$ cat config.mk
export PLATFORM = sky130hd
export DESIGN_NAME = bridge_rx_parser_flat
export DESIGN_NICKNAME = d
export VERILOG_FILES = /design/src/rtl/bridge_rx_if.sv /design/src/rtl/bridge_rx_parser.sv /design/src/flat_wrapper.sv
export SDC_FILE = /design/constraint.sdc
export NUM_CORES = 2
export LEC_CHECK = 0
export CORE_UTILIZATION = 50
export CTS_CLUSTER_SIZE = 8
export DETAILED_ROUTE_END_ITERATION = 8
export GPL_TIMING_DRIVEN = 0
export PLACE_DENSITY = 0.65
export REMOVE_ABC_BUFFERS = 1
export SLEW_MARGIN = 20
export SYNTH_ARGS = -nofsm -noshare
export SYNTH_HDL_FRONTEND = slang
export SYNTH_SLANG_ARGS = --single-unit
$ cat constraint.sdc
create_clock -name clk -period 9.3 [get_ports clk]
set_input_delay 1.86 -clock clk [delete_from_list [all_inputs] [get_ports clk]]
set_output_delay 1.86 -clock clk [all_outputs]
set_load 0.03 [all_outputs]
$ cat src/rtl/bridge_rx_if.sv
// bridge_rx_if: byte-stream input and packet-stream output bundle of bridge_rx_parser
interface bridge_rx_if #(parameter int DEPTH = 256);
   logic [7:0]             rx_data;
   logic                   rx_valid;
   logic                   rx_frame_err;
   logic [7:0]             pkt_data;
   logic                   pkt_last;
   logic                   pkt_valid;
   logic                   pkt_ready;
   logic                   connected;
   logic [$clog2(DEPTH):0] fifo_count;
   logic [7:0]             chk_err_cnt;
   logic [7:0]             drop_cnt;
   modport master (
      output rx_data, rx_valid, rx_frame_err, pkt_ready,
      input  pkt_data, pkt_last, pkt_valid, connected, fifo_count, chk_err_cnt, drop_cnt
   );
   modport slave (
      input  rx_data, rx_valid, rx_frame_err, pkt_ready,
      output pkt_data, pkt_last, pkt_valid, connected, fifo_count, chk_err_cnt, drop_cnt
   );
endinterface

$ cat src/rtl/bridge_rx_parser.sv
// bridge_rx_parser: frames BD/LEN/PAYLOAD/CHK packets into a commit-on-good-checksum payload FIFO and tracks link liveness.
// Define BRIDGE_RX_STATS_EN to implement the chk_err_cnt/drop_cnt statistics counters (tied to zero otherwise).
module bridge_rx_parser #(
   parameter int CLK_FREQ     = 48_000_000,
   parameter int DEPTH        = 256,
   parameter int MAX_LEN      = 32,
   parameter int BYTE_TIMEOUT = 480,
   parameter int LINK_TIMEOUT = CLK_FREQ * 3
) (
   input logic        clk,
   input logic        rst_n,
   bridge_rx_if.slave bus
);
   localparam int PW = $clog2(DEPTH) + 1;
   localparam int TW = $clog2(BYTE_TIMEOUT + 1);
   localparam int LW = $clog2(LINK_TIMEOUT + 1);
   localparam logic [7:0] SYNC = 8'hBD;
   typedef enum logic [1:0] {HUNT, LEN, PAY, CHK} state_t;
   state_t        state_q, state_d;
   logic [7:0]    rem_q, rem_d, sum_q, sum_d;
   logic [PW-1:0] wr_ptr_q, wr_ptr_d, spec_wr_ptr_q, spec_wr_ptr_d, rd_ptr_q, rd_ptr_d;
   logic [PW-1:0] fifo_count_q, fifo_count_d;
   logic [TW-1:0] byte_tmr_q, byte_tmr_d;
   logic [LW-1:0] link_cnt_q, link_cnt_d;
   logic          connected_q, connected_d;
   logic [8:0]    head_q, head_d;
   logic [8:0]    mem [DEPTH];
   logic          we, pop, abort, chk_inc, drp_inc;
   // parser FSM, speculative write pointer, registered FIFO head and link timer
   always_comb begin
      state_d       = state_q;
      rem_d         = rem_q;
      sum_d         = sum_q;
      wr_ptr_d      = wr_ptr_q;
      spec_wr_ptr_d = spec_wr_ptr_q;
      we            = 1'b0;
      chk_inc       = 1'b0;
      drp_inc       = 1'b0;
      pop           = fifo_count_q != '0 && bus.pkt_ready;
      rd_ptr_d      = rd_ptr_q + PW'(pop);
      fifo_count_d  = wr_ptr_q - rd_ptr_d;
      head_d        = mem[rd_ptr_d[PW-2:0]];
      byte_tmr_d    = (bus.rx_valid || state_q == HUNT) ? '0 : byte_tmr_q + 1'b1;
      link_cnt_d    = connected_q ? link_cnt_q + 1'b1 : link_cnt_q;
      connected_d   = connected_q && link_cnt_d != LW'(LINK_TIMEOUT);
      abort         = state_q != HUNT &&
                      (bus.rx_frame_err || (!bus.rx_valid && byte_tmr_q == TW'(BYTE_TIMEOUT - 1)));
      if (abort) begin
         spec_wr_ptr_d = wr_ptr_q;
         drp_inc       = 1'b1;
         state_d       = HUNT;
      end else if (bus.rx_valid) begin
         case (state_q)
            HUNT: state_d = bus.rx_data == SYNC ? LEN : HUNT;
            LEN: begin
               rem_d   = bus.rx_data;
               sum_d   = bus.rx_data;
               drp_inc = bus.rx_data == 8'd0 || bus.rx_data > 8'(MAX_LEN);
               state_d = drp_inc ? HUNT : PAY;
            end
            PAY: begin
               if (spec_wr_ptr_q - rd_ptr_q == PW'(DEPTH)) begin
                  spec_wr_ptr_d = wr_ptr_q;
                  drp_inc       = 1'b1;
                  state_d       = HUNT;
               end else begin
                  we            = 1'b1;
                  spec_wr_ptr_d = spec_wr_ptr_q + 1'b1;
                  sum_d         = sum_q + bus.rx_data;
                  rem_d         = rem_q - 1'b1;
                  state_d       = rem_q == 8'd1 ? CHK : PAY;
               end
            end
            CHK: begin
               if (bus.rx_data == sum_q) begin
                  wr_ptr_d    = spec_wr_ptr_q;
                  link_cnt_d  = '0;
                  connected_d = 1'b1;
               end else begin
                  spec_wr_ptr_d = wr_ptr_q;
                  chk_inc       = 1'b1;
               end
               state_d = HUNT;
            end
            default: state_d = HUNT;
         endcase
      end
   end
   // state registers; reset discards all packet and FIFO state
   always_ff @(posedge clk or negedge rst_n) begin
      if (!rst_n) begin
         state_q       <= HUNT;
         rem_q         <= '0;
         sum_q         <= '0;
         wr_ptr_q      <= '0;
         spec_wr_ptr_q <= '0;
         rd_ptr_q      <= '0;
         fifo_count_q  <= '0;
         byte_tmr_q    <= '0;
         link_cnt_q    <= '0;
         connected_q   <= 1'b0;
         head_q        <= '0;
      end else begin
         state_q       <= state_d;
         rem_q         <= rem_d;
         sum_q         <= sum_d;
         wr_ptr_q      <= wr_ptr_d;
         spec_wr_ptr_q <= spec_wr_ptr_d;
         rd_ptr_q      <= rd_ptr_d;
         fifo_count_q  <= fifo_count_d;
         byte_tmr_q    <= byte_tmr_d;
         link_cnt_q    <= link_cnt_d;
         connected_q   <= connected_d;
         head_q        <= head_d;
      end
   end
   // payload storage, written speculatively ahead of the committed pointer
   always_ff @(posedge clk) begin
      if (we) mem[spec_wr_ptr_q[PW-2:0]] <= {rem_q == 8'd1, bus.rx_data};
   end
   assign bus.pkt_valid  = fifo_count_q != '0;
   assign bus.pkt_data   = bus.pkt_valid ? head_q[7:0] : 8'h00;
   assign bus.pkt_last   = bus.pkt_valid && head_q[8];
   assign bus.fifo_count = fifo_count_q;
   assign bus.connected  = connected_q;
`ifdef BRIDGE_RX_STATS_EN
   logic [7:0] chk_err_cnt_q, chk_err_cnt_d, drop_cnt_q, drop_cnt_d;
   // saturating error statistics
   always_comb begin
      chk_err_cnt_d = chk_err_cnt_q + 8'(chk_inc && chk_err_cnt_q != 8'hFF);
      drop_cnt_d    = drop_cnt_q + 8'(drp_inc && drop_cnt_q != 8'hFF);
   end
   // statistics registers
   always_ff @(posedge clk or negedge rst_n) begin
      if (!rst_n) begin
         chk_err_cnt_q <= '0;
         drop_cnt_q    <= '0;
      end else begin
         chk_err_cnt_q <= chk_err_cnt_d;
         drop_cnt_q    <= drop_cnt_d;
      end
   end
   assign bus.chk_err_cnt = chk_err_cnt_q;
   assign bus.drop_cnt    = drop_cnt_q;
`else
   logic stats_unused;
   assign stats_unused    = chk_inc | drp_inc;
   assign bus.chk_err_cnt = 8'h00;
   assign bus.drop_cnt    = 8'h00;
`endif
endmodule
$ cat src/flat_wrapper.sv
// flat-port wrapper written by rule: the top's interface ports become plain ports
module bridge_rx_parser_flat 
#(
   parameter int CLK_FREQ     = 48_000_000,
   parameter int DEPTH        = 256,
   parameter int MAX_LEN      = 32,
   parameter int BYTE_TIMEOUT = 480,
   parameter int LINK_TIMEOUT = CLK_FREQ * 3
)
  (clk, rst_n, bus_rx_data, bus_rx_valid, bus_rx_frame_err, bus_pkt_ready, bus_pkt_data, bus_pkt_last, bus_pkt_valid, bus_connected, bus_fifo_count, bus_chk_err_cnt, bus_drop_cnt);
  bridge_rx_if #(.DEPTH(DEPTH)) bus_i ();
  input logic clk;
  input logic rst_n;
  input wire logic [$bits(bus_i.rx_data)-1:0] bus_rx_data;
  input wire logic [$bits(bus_i.rx_valid)-1:0] bus_rx_valid;
  input wire logic [$bits(bus_i.rx_frame_err)-1:0] bus_rx_frame_err;
  input wire logic [$bits(bus_i.pkt_ready)-1:0] bus_pkt_ready;
  output wire logic [$bits(bus_i.pkt_data)-1:0] bus_pkt_data;
  output wire logic [$bits(bus_i.pkt_last)-1:0] bus_pkt_last;
  output wire logic [$bits(bus_i.pkt_valid)-1:0] bus_pkt_valid;
  output wire logic [$bits(bus_i.connected)-1:0] bus_connected;
  output wire logic [$bits(bus_i.fifo_count)-1:0] bus_fifo_count;
  output wire logic [$bits(bus_i.chk_err_cnt)-1:0] bus_chk_err_cnt;
  output wire logic [$bits(bus_i.drop_cnt)-1:0] bus_drop_cnt;
  assign bus_i.rx_data = bus_rx_data;
  assign bus_i.rx_valid = bus_rx_valid;
  assign bus_i.rx_frame_err = bus_rx_frame_err;
  assign bus_i.pkt_ready = bus_pkt_ready;
  assign bus_pkt_data = bus_i.pkt_data;
  assign bus_pkt_last = bus_i.pkt_last;
  assign bus_pkt_valid = bus_i.pkt_valid;
  assign bus_connected = bus_i.connected;
  assign bus_fifo_count = bus_i.fifo_count;
  assign bus_chk_err_cnt = bus_i.chk_err_cnt;
  assign bus_drop_cnt = bus_i.drop_cnt;
  bridge_rx_parser #(.CLK_FREQ(CLK_FREQ), .DEPTH(DEPTH), .MAX_LEN(MAX_LEN), .BYTE_TIMEOUT(BYTE_TIMEOUT), .LINK_TIMEOUT(LINK_TIMEOUT)) u_core (.clk(clk), .rst_n(rst_n), .bus(bus_i));
endmodule
# Yosys cells after proc, flatten, opt, wreduce, memory -nomap -nowiden

Memories as Yosys holds them, arrays and structs flattened. A register that Yosys moved wholly into a read port is not among the register bits.
Cells that the tools add are included.

Bitwise operators: 1
$add $sub $neg: 8
Equality and inequality tests: 10
Order comparisons: 1
Reduce and logical (&&, ||, !) cells: 20
Mux-type cells: 33

Operators with widths:

| kind                    | number |
|---|---|
| $mux W28                | 5 |
| $mux W9                 | 5 |
| $pmux W8 S2             | 2 |
| $add A28 B1 Y28 const B | 1 |
| $ne A28 B28 Y1 const B  | 1 |
| $mux W8                 | 3 |
| $add A9 B1 Y9 const B   | 2 |
| $eq A9 B9 Y1 const B    | 2 |
| $pmux W9 S2             | 1 |
| $sub A9 B9 Y9           | 2 |
| $mux W1                 | 12 |
| $add A9 B1 Y9           | 1 |
| $reduce_bool A9 Y1      | 1 |
| $add A8 B8 Y8           | 1 |
| $eq A8 B1 Y1 const B    | 1 |
| $eq A8 B8 Y1            | 1 |
| $eq A8 B8 Y1 const B    | 1 |
| $gt A8 B6 Y1 const B    | 1 |
| $logic_not A8 Y1        | 1 |
| $mux W2                 | 4 |
| $pmux W2 S4             | 1 |
| $sub A8 B1 Y8 const B   | 1 |
| $reduce_bool A2 Y1      | 3 |
| $logic_and A1 B1 Y1     | 5 |
| 11 further kinds        | 15 |

Memories kept: 1
Output and inout bits: 36
Memory bits (writable): 2304
Bits in registers: 92

Memories:

| name       | depth | width | read ports | clocked after Yosys merged registers in | write ports | line                   | text |
|---|---|---|---|---|---|---|---|
| u_core.mem | 256   | 9     | 1          | 1                                       | 1           | bridge_rx_parser.sv:27 | `logic [8:0] mem [DEPTH];` |

# Logic depth before layout (Yosys ltp)

Depth after elaboration: 8
Mapped depth: 19
Depth with buffers taken out: 15

# Worst setup path before layout

No wires, ideal clock.

Path type: register to register
Start: reg u_core.rem_q[3]
End: mem u_core.mem[0][8] (data pin)
Cell stages (with the launch flop): 3
Path buffers: 0
Library setup time: 0.875 ns
Clock period less this slack: 5.144 ns
Path slack: 4.156 ns
Arrival time: 4.269 ns
Cells stage by stage: dfrtp_1 -> nor4_1 -> and3_1

Cells in the longest elaborated chain, start to end: 1

RTL lines:

| item                     | line                    | text |
|---|---|---|
| start: declaration       | bridge_rx_parser.sv:20  | `logic [7:0] rem_q, rem_d, sum_q, sum_d;` |
| start signal: assignment | bridge_rx_parser.sv:105 | `rem_q <= rem_d;` |
| $eq A8 B1 Y1             | bridge_rx_parser.sv:119 | `if (we) mem[spec_wr_ptr_q[PW-2:0]] <= {rem_q == 8'd1, bus.rx_data};` |
| end: declaration         | bridge_rx_parser.sv:27  |  |

Every way passes these cells.

# Worst setup path in the final report

Start: reg u_core.fifo_count_q[1], in the netlist u_core.bus.fifo_count[1]
End: reg u_core.head_q[5], read port of u_core.mem

Cells in the longest elaborated chain, start to end: 3

RTL lines:

| item                     | line                    | text |
|---|---|---|
| start: declaration       | bridge_rx_parser.sv:22  | `logic [PW-1:0] fifo_count_q, fifo_count_d;` |
| start signal: assignment | bridge_rx_parser.sv:110 | `fifo_count_q <= fifo_count_d;` |
| $reduce_bool A9 Y1       | bridge_rx_parser.sv:39  | `pop = fifo_count_q != '0 && bus.pkt_ready;` |
| $logic_and A1 B1 Y1      | bridge_rx_parser.sv:39  |  |
| $add A9 B1 Y9            | bridge_rx_parser.sv:40  | `rd_ptr_d = rd_ptr_q + PW'(pop);` |
| net u_core.rd_ptr_d[0]   | bridge_rx_parser.sv:21  | `logic [PW-1:0] wr_ptr_q, wr_ptr_d, spec_wr_ptr_q, spec_wr_ptr_d, rd_ptr_q, rd_ptr_d;` |
| end: declaration         | bridge_rx_parser.sv:26  | `logic [8:0] head_q, head_d;` |

The timed path passes the listed nets, and every way through them passes these cells.
A chain may end at the register's enable or synchronous reset.

==> metrics <==
status=finished clean; CP arrival=8210 ps; Tightest Pin Transition=around 1200 ps; initial antenna violation count=2; # setup viols final=0; Max Freq=134 MHz; Synth top area share=~72%; Synth Flop Type=edfxtp_1; Worst EP required=between 10000 and 15000 ps; routability cong.=0.843; synth unique cells=approximately 70; routed vias=slightly below 50000; WL/cell=28.9 um; largest net degree at the start of global routing=123; Clock Sinks=roughly 2400; Crit Path Category=reg -> reg; Maximum Capacitance Violations=0; total gr overflow=0; Final Hold Viols=0; Seq/Total Area, Yosys=approximately 75%; hold_buf cts=0; drt total wl=~230000 um; std cell rows=about 160; share of cells above drive strength 1=between 20 and 25%; CTS Buf Count=between 300 and 400; Synth Instances=just over 5000; die area=193000 um2; CTS resizes=0; CTS tree=built; total placed cells including tap cells=7506; Max FO, Critical Path=33; reported leakage power=approximately 36 nW; post-synthesis register bit count=2405; Critical Path Start=u_core.bus.fifo_count[1]$_DFF_PN0_; Vias/cell=6.19; Setup Fix Bufs, Post-CTS=0; cell at the root of the clock tree=clkbuf_16; Die X=roughly 440 um; Pins Over Slew Limit=0; CP startpoint kind=register; vias in the first global route=around 50000; fin crit share=between 80% and 90%; Post-synth EDFFs=around 2300; Layout Cells excl Fill=7936; P per Cell Area=324 nW/um2; DRT iter0 DRCs=about 5000; I/O Pins=slightly below 50; Synth Warn #=0; Core Box Area=about 190000 um2; crit path time final=approximately 7500 ps; Initial DRT Pass Iterations=5; count leader, synth=edfxtp_1; synth cell count leaders=2304 x edfxtp_1, 729 x nand2_1, 576 x mux4_2, 349 x nor2_1, 159 x clkbuf_1; r2r startpoint=u_core.bus.fifo_count[1]$_DFF_PN0_; largest cells by area after synthesis=edfxtp_1 72%, mux4_2 14%, nand2_1 2.9%; net count of the finished layout=5412; Fin Clk Skew=~60 ps; Max-Slew Margin vs Limit=between 20% and 30%; Detail Route Antenna Nets=0; RSZ-0062 raised after global routing=no; clk slew on worst S/H paths=~50 ps; Clk Latency, worst-skew pair=around 940 ps; Fin Setup TNS=0 ps; Post-synth ARST share=4.20%; DPL Wire Length=around 130000 um; VDD IR max=roughly 0.00026 V; DIE HEIGHT=between 400 and 500 um; first-pass GRT wire length=about 340000 um; min-delay worst type=reg -> reg; starting density of the core=around 51%; Yosys top cell by area=edfxtp_1; synthesized area=approximately 95000 um2; crit end category=register; Bufs on Longest Clock Path=4; GRT Util Overall=roughly a quarter; port buffer count=32; H-tree levels=5; Synth Area per Inst=roughly 18 um2; hold path startpoint=u_core.sum_q[6]$_DFFE_PN0P_; Layout area overhead=14.7%; # DRC=0
worst max-delay path, stage by stage, from the launching register on:
cell      delay [ps]
dfrtp_1          460
nor4_1           580
nand3_1          800
and2_1           550
ha_4             550
buf_12           280
buf_12           280
buf_16           280
buf_16           290
buf_16           290
mux4_2           540
nand2_1          120
and3_1           190
a31oi_1           70
a22oi_1          390
o221ai_1         400
a22oi_1          840
o221ai_1         260
routing by layer:
metal	track usage [%]	wire, um	up-vias
met1	33.9	93200	25800
met3	4.80	17700	408
li1	-	-	20800
met4	8.45	7370	2
met5	0	13	-
met2	37.6	111000	2061
cells in the final DEF, fill, tap and decap left out, types with 28 or more instances in the layout:
cell,instances
nand3_1,98
inv_1,30
ha_1,30
o21ai_0,115
nor2_1,344
a31oi_1,80
clkbuf_1,58
a22oi_1,33
dfrtp_1,101
buf_16,66
nand2_1,717
xor2_1,29
xnor2_1,37
and3_1,78
clkbuf_16,353
o221ai_1,28
mux4_2,576
edfxtp_1,2304
power breakdown:
group | internal, mW | switching [mW] | total (mW)
registers | 12.0 | 0.135 | 12.1
logic | 5.09 | 7.32 | 12.4
clock network | 6.70 | 4.21 | 10.9
total | 23.8 | 11.7 | 35.5
sequential cells by signal, indices dropped and copies added (netlist names):
register,count
u_core.state_q,2
u_core.bus.connected,1
u_core.wr_ptr_q,9
u_core.bus.fifo_count,9
u_core.spec_wr_ptr_q,9
u_core.rd_ptr_q,9
u_core.mem,2304
u_core.rem_q,8
u_core.sum_q,8
u_core.head_q,9
u_core.byte_tmr_q,9
u_core.link_cnt_q,28
cell type report:
type,count,area [um2]
fillers,13700,79200
flip-flops and latches,2405,71700
inverters,34,140
clock inverters,10,97.6
multi-input cells,2433,22500
clock buffers,411,9050
well taps,2495,3120
diodes,7,17.5
repair buffers,141,2780
per-stage QoR:
stage                     utilization (%)  hold WS, ps  setup slack [ps]  power [mW]  instance area (um2)
after floorplan                         -          468            -16610        19.9                94100
after global placement               51.7          480            -57220        20.8                97600
after detailed placement             53.2          492              1560        24.7               100000
after CTS                            58.0          503              2080        35.6               109000
after global routing                 58.0          529              1780        36.7               109000
final                                58.0          498              1840        35.5               109000
final timing paths:
check / endpoint / slack, ps / depth (start not counted)
worst max register to register: u_core.head_q[5]$_DFF_PN0_ / 1840 / 17
max in group asynchronous: u_core.rd_ptr_q[8]$_DFF_PN0_ / 7700 / 2
worst min-delay path: u_core.sum_q[6]$_DFFE_PN0P_ / 500 / 1
min in group asynchronous: u_core.link_cnt_q[2]$_DFF_PN0_ / 840 / 1
worst max-delay path: u_core.head_q[5]$_DFF_PN0_ / 1840 / 17
worst min register to register: u_core.sum_q[6]$_DFFE_PN0P_ / 500 / 1
cells by family after synthesis:
kind of cell | share of synthesized area (%)
buffers and inverters | 1.56
AOI/OAI and AO/OA | 2.46
other | 0.00393
xor gates and xnor gates | 0.633
DFF | 75.1
adders and majority gates | 0.472
and+or+nand+nor | 5.96
muxes | 13.8
Note: power is estimated with default switching activity, not from simulation.
